`src/rtl/reg_arb_pkg.sv`:
```
// ============================================================================
// Module      : reg_arb_pkg
// Description : Shared state encoding and parameter defaults for the
//               register-bank arbiter.
// Revision    : 1.0 - initial release
// ============================================================================
`default_nettype none

package reg_arb_pkg;

    localparam int NREQ_DEF = 4;
    localparam int DW_DEF   = 8;
    localparam int NREG_DEF = 4;
    localparam int AW_DEF   = 2;

    typedef enum logic [0:0] {
        ST_IDLE   = 1'b0,
        ST_ACCESS = 1'b1
    } state_t;

endpackage

`default_nettype wire

```
`src/rtl/reg_bank_arbiter_rr_pick.sv`:
```
// ============================================================================
// Module      : rr_pick
// Description : Combinational winner search, starting at ptr and wrapping
//               upward modulo NREQ; returns winner index and a valid flag.
// Revision    : 1.0 - initial release
// ============================================================================
`default_nettype none

module rr_pick
    import reg_arb_pkg::*;
#(
    parameter int NREQ = NREQ_DEF,
    parameter int PW   = $clog2(NREQ)
) (
    input  logic [NREQ-1:0] req,
    input  logic [PW-1:0]   ptr,
    output logic [PW-1:0]   idx,
    output logic            valid
);

    logic [PW:0] cand;

    // Scan from the farthest offset down so the nearest requester wins last.
    always_comb begin
        idx   = '0;
        valid = 1'b0;
        cand  = '0;
        for (int o = NREQ - 1; o >= 0; o--) begin
            cand = {1'b0, ptr} + (PW + 1)'(o);
            if (cand >= (PW + 1)'(NREQ)) begin
                cand = cand - (PW + 1)'(NREQ);
            end
            if (req[cand[PW-1:0]]) begin
                idx   = cand[PW-1:0];
                valid = 1'b1;
            end
        end
    end

endmodule

`default_nettype wire

```
`src/rtl/reg_bank_arbiter.sv`:
```
// ============================================================================
// Module      : reg_bank_arbiter
// Description : Register bank shared by NREQ requesters, one read or write per
//               grant. Define REG_ARB_RR_EN for round-robin, else fixed priority.
// Revision    : 1.0 - initial release
// ============================================================================
`default_nettype none

module reg_bank_arbiter
    import reg_arb_pkg::*;
#(
    parameter int NREQ = NREQ_DEF,
    parameter int DW   = DW_DEF,
    parameter int NREG = NREG_DEF,
    parameter int AW   = AW_DEF
) (
    input  logic                 clk,
    input  logic                 reset_n,
    input  logic [NREQ-1:0]      req,
    input  logic [NREQ-1:0]      wr,
    input  logic [NREQ*AW-1:0]   addr,
    input  logic [NREQ*DW-1:0]   wdata,
    output logic [NREQ-1:0]      gnt,
    output logic [DW-1:0]        rdata,
    output logic                 rvalid,
    output logic [NREG*DW-1:0]   reg_q
);

    localparam int PW = $clog2(NREQ);

    state_t            state_q, state_d;
    logic [PW-1:0]     win_q, win_d;
    logic [NREQ-1:0]   gnt_q, gnt_d;
    logic [DW-1:0]     rdata_q, rdata_d;
    logic              rvalid_q, rvalid_d;
    logic [DW-1:0]     bank_q [NREG];
    logic [DW-1:0]     bank_d [NREG];

    logic [PW-1:0]     ptr;
    logic [PW-1:0]     pick_idx;
    logic              pick_valid;

    logic              sel_wr;
    logic [AW-1:0]     sel_addr;
    logic [DW-1:0]     sel_wdata;

`ifdef REG_ARB_RR_EN
    logic [PW-1:0]     ptr_q, ptr_d;
    assign ptr = ptr_q;
`else
    assign ptr = '0;
`endif

    rr_pick #(
        .NREQ (NREQ),
        .PW   (PW)
    ) u_pick (
        .req   (req),
        .ptr   (ptr),
        .idx   (pick_idx),
        .valid (pick_valid)
    );

    always_comb begin
        state_d   = state_q;
        win_d     = win_q;
        gnt_d     = '0;
        rdata_d   = rdata_q;
        rvalid_d  = 1'b0;
        bank_d    = bank_q;
`ifdef REG_ARB_RR_EN
        ptr_d     = ptr_q;
`endif
        sel_wr    = 1'b0;
        sel_addr  = '0;
        sel_wdata = '0;

        for (int k = 0; k < NREQ; k++) begin
            if (win_q == PW'(k)) begin
                sel_wr    = wr[k];
                sel_addr  = addr[k*AW +: AW];
                sel_wdata = wdata[k*DW +: DW];
            end
        end

        case (state_q)
            ST_IDLE: begin
                if (pick_valid) begin
                    state_d         = ST_ACCESS;
                    win_d           = pick_idx;
                    gnt_d[pick_idx] = 1'b1;
                end
            end
            ST_ACCESS: begin
                state_d = ST_IDLE;
                // Addresses with no matching register fall through: write dropped, read yields 0.
                if (sel_wr) begin
                    for (int r = 0; r < NREG; r++) begin
                        if (sel_addr == AW'(r)) begin
                            bank_d[r] = sel_wdata;
                        end
                    end
                end else begin
                    rdata_d  = '0;
                    rvalid_d = 1'b1;
                    for (int r = 0; r < NREG; r++) begin
                        if (sel_addr == AW'(r)) begin
                            rdata_d = bank_q[r];
                        end
                    end
                end
`ifdef REG_ARB_RR_EN
                ptr_d = (win_q == PW'(NREQ - 1)) ? '0 : win_q + 1'b1;
`endif
            end
            default: state_d = ST_IDLE;
        endcase
    end

    always_ff @(posedge clk or negedge reset_n) begin
        if (!reset_n) begin
            state_q  <= ST_IDLE;
            win_q    <= '0;
            gnt_q    <= '0;
            rdata_q  <= '0;
            rvalid_q <= 1'b0;
`ifdef REG_ARB_RR_EN
            ptr_q    <= '0;
`endif
        end else begin
            state_q  <= state_d;
            win_q    <= win_d;
            gnt_q    <= gnt_d;
            rdata_q  <= rdata_d;
            rvalid_q <= rvalid_d;
`ifdef REG_ARB_RR_EN
            ptr_q    <= ptr_d;
`endif
        end
    end

    always_ff @(posedge clk or negedge reset_n) begin
        if (!reset_n) begin
            for (int r = 0; r < NREG; r++) begin
                bank_q[r] <= '0;
            end
        end else begin
            for (int r = 0; r < NREG; r++) begin
                bank_q[r] <= bank_d[r];
            end
        end
    end

    generate
        for (genvar k = 0; k < NREG; k++) begin : g_reg_q
            assign reg_q[k*DW +: DW] = bank_q[k];
        end
    endgenerate

    assign gnt    = gnt_q;
    assign rdata  = rdata_q;
    assign rvalid = rvalid_q;

endmodule

`default_nettype wire

```
`config.mk`:
```
export PLATFORM = sky130hd
export DESIGN_NAME = reg_bank_arbiter
export DESIGN_NICKNAME = d
export VERILOG_FILES = /design/src/rtl/reg_arb_pkg.sv /design/src/rtl/reg_bank_arbiter_rr_pick.sv /design/src/rtl/reg_bank_arbiter.sv
export SDC_FILE = /design/constraint.sdc
export NUM_CORES = 1
export LEC_CHECK = 0
export BUFFER_PORTS_ARGS = -buffer_cell sky130_fd_sc_hd__buf_2
export CAP_MARGIN = 20
export CORE_MARGIN = 3
export CORE_UTILIZATION = 40
export DETAILED_ROUTE_END_ITERATION = 12
export PLACE_DENSITY_LB_ADDON = 0.08
export SYNTH_ARGS = -nofsm -noshare
export SYNTH_HDL_FRONTEND = slang
export SYNTH_SLANG_ARGS = --single-unit
```
`constraint.sdc`:
```
create_clock -name clk -period 4.6 [get_ports clk]
set_input_delay 0.23 -clock clk [delete_from_list [all_inputs] [get_ports clk]]
set_output_delay 0.23 -clock clk [all_outputs]
set_load 0.05 [all_outputs]
```
Yosys cells after proc, flatten, opt, wreduce, memory -nomap -nowiden
Index checks and enable logic that the tools add are counted.
{"block": "classes", "order_cmp": 2, "n_bitwise": 2, "reduce_logical": 9, "eq_ne": 6, "mux": 32}
{"cell": "two-way mux 8 bit", "count": 8}
{"cell": "two-way mux 2 bit", "count": 8}
{"cell": "two-way mux 1 bit", "count": 12}
{"cell": "AND reduction 3 bit", "count": 4}
{"cell": "== test 2 bit, second input constant", "count": 4}
{"cell": "two-way mux 4 bit", "count": 2}
{"cell": "== test 2 x 1 -> 1 bit, second input constant", "count": 2}
{"cell": "logical NOT 2 bit", "count": 2}
{"cell": "AND reduction 2 bit", "count": 2}
{"cell": "< comparator 2 x 3 -> 1 bit, second input constant", "count": 1}
{"cell": "demux 1 bit (select 2 bit)", "count": 1}
{"cell": ">= comparator 2 x 1 -> 1 bit, second input constant", "count": 1}
{"cell": "NOT 1 bit", "count": 2}
{"cell": "one-hot mux 1 bit (2 select lines)", "count": 1}
{"cell": "logical AND 1 bit", "count": 1}
{"block": "totals", "register_bits": 48}

Logic depth before layout (Yosys ltp)
{"block": "logic_depth", "ltp_word": 10, "mapped_depth": 6}

Modules after synthesis
Synthesis repeated with hierarchy kept, for this count alone.
{"block": "unflattened", "hier_cells": 174, "area_unflattened_um2": 2399.8}
{"module": "reg_bank_arbiter", "n_inst": 1, "area_each_um2": 2322.2, "cells_per_inst": 161, "seq_area_each_um2": 1201.2}
{"module": "rr_pick", "n_inst": 1, "area_each_um2": 77.6, "cells_per_inst": 13, "seq_area_each_um2": 0.0}

Worst setup path before layout
No wires, ideal clock.
{"block": "synth_timing", "path_kind": "reg-to-reg", "from": "reg win_q[0]", "to": "reg bank_q, in the netlist reg_q[16]", "arrival_ns": 1.874, "setup_time_ns": 0.125, "stages_incl_launch_ff": 5, "required_ns": 4.475, "setup_slack_ns": 2.601, "synth_period_minus_slack_ns": 1.999, "cell_sequence": "dfrtp_1 > mux4_2 > buf_4 > nor3b_4 > mux2_2"}
{"block": "synth_between", "elab_chain_cells": 7, "word_cells_on_any_way": 18, "classes_between": "eq/ne (4); mux (12); reduce/logical (2)"}
{"item": "from (decl)", "line": "reg_bank_arbiter.sv:32", "text": "logic [PW-1:0] win_q, win_d;"}
{"item": "from (signal assigned)", "line": "reg_bank_arbiter.sv:132", "text": "win_q <= win_d;"}
{"item": "logical NOT 2 bit", "line": "reg_bank_arbiter.sv:79", "text": "if (win_q == PW'(k)) begin"}
{"item": "two-way mux 2 bit (4 in a row)", "line": "reg_bank_arbiter.sv:79"}
{"item": "== test 2 bit", "line": "reg_bank_arbiter.sv:99", "text": "if (sel_addr == AW'(r)) begin"}
{"item": "AND reduction 3 bit (no line)"}
{"item": "to (signal, indexed assignment)", "line": "reg_bank_arbiter.sv:149", "text": "bank_q[r] <= bank_d[r];"}
{"item": "to (decl)", "line": "reg_bank_arbiter.sv:36", "text": "logic [DW-1:0] bank_q [NREG];"}
Parallel ways exist; a longest one is shown, timed or not.
A chain may end at the register's enable or synchronous reset.

Worst setup path in the final report
{"block": "layout_timing", "from": "reg win_q[0]", "to": "reg bank_q, in the netlist reg_q[12]"}
{"block": "layout_between", "elab_chain_cells": 7, "word_cells_on_any_way": 18, "classes_between": "eq/ne (4); mux (12); reduce/logical (2)"}
{"item": "logical NOT 2 bit", "line": "reg_bank_arbiter.sv:79"}
{"item": "two-way mux 2 bit (4 in a row)", "line": "reg_bank_arbiter.sv:79"}
{"item": "== test 2 x 1 -> 1 bit", "line": "reg_bank_arbiter.sv:99"}
{"item": "AND reduction 3 bit (no line)"}
Parallel ways exist; a longest one is shown, timed or not.

==> impl_metrics.yaml <==
outcome:
  status: "complete, no violations"
timing:
  rsz0062_at_grt: "no"
  fmax_mhz: 343.5
  skew_ns: 0.005526
  finalWorstSetupSlack_ns: 1.689
  slew_viol_final: 0
  finalCritPeriodShare_pct: 63.29
  final_hold_viol_count: 0
  setup_viol: 0
  fin_tns_setup_ns: 0
  worst_slew_pin_slew_ns: 0.7419
  relSlewSlack_pct: 50.54
  period_needed_ns: 2.911
final_layout:
  multi_input_area_mm2: 0.001107
  nets: 297
  seqCellArea_mm2: 0.001201
  n_fill_cell: 514
  drive_gt1_share_pct: 61.69
  antenna_cells: 0
  fin_cells: 320
  syn2layout_area_growth_pct: 27.60
power:
  p_int_uw: 1226
  ir_drop_mv: 0.3712
  net-switching-power_uw: 1246
  totalPowerFinal_uw: 2472
  p_sw_share_pct: 50.40
  powerDensity_mw_per_mm2: 820.0
  pwr-share-comb_pct: 56.5
  p_clk_share_pct: 12.2
  pwr-share-seq_pct: 31.3
  p_leak_uw: 0.001500
yosys:
  synth_top_cell_by_area: "dfrtp_1"
  synth_area_mm2: 0.002362
  ys_warn_count: 0
  async_flop_share_pct: 100.0
  synth_top_area_share_pct: 50.85
  synth_top_cells_by_count: "dfrtp_1 (48), mux2_2 (37), mux2i_1 (24)"
  postSynthAreaPerCell_um2: 15.75
  synth_cell_types: 22
  yosysMostFrequentCell: "dfrtp_1"
  syn_nets: 200
  postSynthCellCount: 150
  synth-main-ff-cell: "dfrtp_1"
  ys_seq_elements: 48
  synth_area_leaders: "dfrtp_1 (51%), mux2_2 (18%), mux2i_1 (10%)"
  ys_seq_area_share_pct: 50.85
  synth_edf_count: 0
floorplan:
  core_area_mm2: 0.005608
  die_area_mm2: 0.006864
  start_util_pct: 42.12
  die_h_um: 82.85
  pin_count: 95
  rows: 27
  fp.dieW_um: 82.85
clock_tree:
  root_buffer: "clkbuf_8"
  post_cts_buffers: 0
  cts_resized: 0
  htree_levels: 2
  clock-sinks: 48
  cts-hold-fix-buffers: 0
  clk_latency_ns: 0.30
  path_clk_slew_ns: 0.09
  cts_max_path_buffers: 2
  cts_buffers: 5
  cts_tree: "yes"
global_routing:
  grt_max_degree: 49
  grt_pass1_wl_um: 9170
  grt-ovfl-total: 0
  grt_most_used_layer: "met2"
  grt_usage_pct: 16.96
  use_met2_pct: 27.41
  antenna_found_initial: 0
  met3_usage_pct: 4.365
  grt_pass1_vias: 1746
  met1_usage_pct: 22.81
setup_path:
  r2r_end: "reg_q[12]"
  worstSetupPathType: "reg -> reg"
  r2r_cells: 3
  setup.worst_path.start_class: "register"
  cpPeakStageDelay_ns: 0.92
  rrSetupSlack_ns: 1.69
  critPathMaxFanout: 20
  crit_arrival_ns: 3.10
  crit_chain: "mux4_2 -> nor3b_4 -> mux2_2"
  cp.required_ns: 4.79
  crit_buf_inv: 0
  crit_path_end: "reg_q[12]"
  r2r_start: "win_q[0]"
  crit_slowest_cell: "mux4_2"
  critPathLaunch: "win_q[0]"
  cpLargestDelayFamily: "multiplexers"
  worst_setup_path_end_kind: "register"
  path_depth: 3
hold_path:
  hp-start: "req[0]"
  hp-class: "in -> reg"
route:
  drtPass1Iterations: 4
  antenna_left: 0
  vias: 1681
  vias_per_cell: 5.253
  drc: 0
  wl_um: 5577
  drtIter0Drc: 61
  wl_per_cell_um: 17.43
placement:
  gp_congestion: 0.7128
  portBuffers: 94
  place_inst: 310
  dp_slack_ns: 1.671
  dp_hpwl_um: 3922
job:
  cap_viol_max_count: 0
## layer usage
metal / up-vias / share of wire (%)
met4: 0 / 1.2
met3: 5 / 6.4
li1: 760 / -
met2: 64 / 49
met5: - / 0
met1: 852 / 43
## power groups by stage
| stage | clock (uW) | combinational, uW | sequential [uW] |
|---|---|---|---|
| detailed placement | 0 | 1400 | 789 |
| global placement | 0 | 1390 | 791 |
| global route | 328 | 1470 | 813 |
| finish | 302 | 1400 | 773 |
| CTS | 314 | 1400 | 780 |
| floorplan | 0 | 493 | 1380 |
## through the flow
step | area [um^2] | utilization, % | hold slack, ns
finish | 3014 | 53.75 | 0.1228
global route | 3014 | 53.75 | 0.1367
CTS | 2984 | 53.21 | 0.1107
detailed placement | 2877 | 51.29 | 0.4403
global placement | 2877 | 51.29 | 0.4369
floorplan | 2362 | - | -0.06559
## cells in the final DEF (no fill, tap or decap), types with 2 or more instances in the layout
| master | n |
|---|---|
| clkbuf_8 | 5 |
| mux2_2 | 37 |
| mux4_1 | 3 |
| a21oi_1 | 2 |
| nor2_1 | 5 |
| dfrtp_1 | 48 |
| inv_1 | 2 |
| buf_2 | 94 |
| mux2_1 | 3 |
| mux2i_1 | 24 |
| nor3b_4 | 2 |
| o22a_1 | 2 |
| mux4_2 | 8 |
## kinds of logic (layout without fill, tap and decap cells)
| kind of cell | Yosys count | in the layout | share of synthesized area [%] |
|---|---|---|---|
| simple gates | 15 | 15 | 5.509 |
| mux | 75 | 75 | 40.20 |
| compound gates | 4 | 4 | 1.165 |
| buf+inv | 8 | 106 | 2.277 |
| flops | 48 | 48 | 50.85 |
## registers in the layout (all words and copies together), names as in the netlist
register and count:
reg_q 32, rdata 8, win_q 2, rvalid 1
gnt 4, state_q 1
## area by class of cell
class / instances / area share, %
clock buffers: 6 / 2.408
clock inverters: 2 / 1.162
repair buffers: 96 / 16.60
flip-flops and latches: 48 / 39.85
multi-input cells: 94 / 36.74
well taps: 72 / 2.989
inverters: 2 / 0.2491
## worst min-delay path by stage
stage / endpoint / slack, ns / depth (start not counted)
3_5_place_dp: gnt[1] / 0.44 / 2
3_3_place_gp: gnt[1] / 0.44 / 2
2_1_floorplan: gnt[0] / -0.07 / 0
4_1_cts: gnt[1] / 0.11 / 2
6_report: gnt[1] / 0.12 / 2
5_1_grt: gnt[1] / 0.14 / 2
No activity file was read; power rests on OpenSTA's default activity.
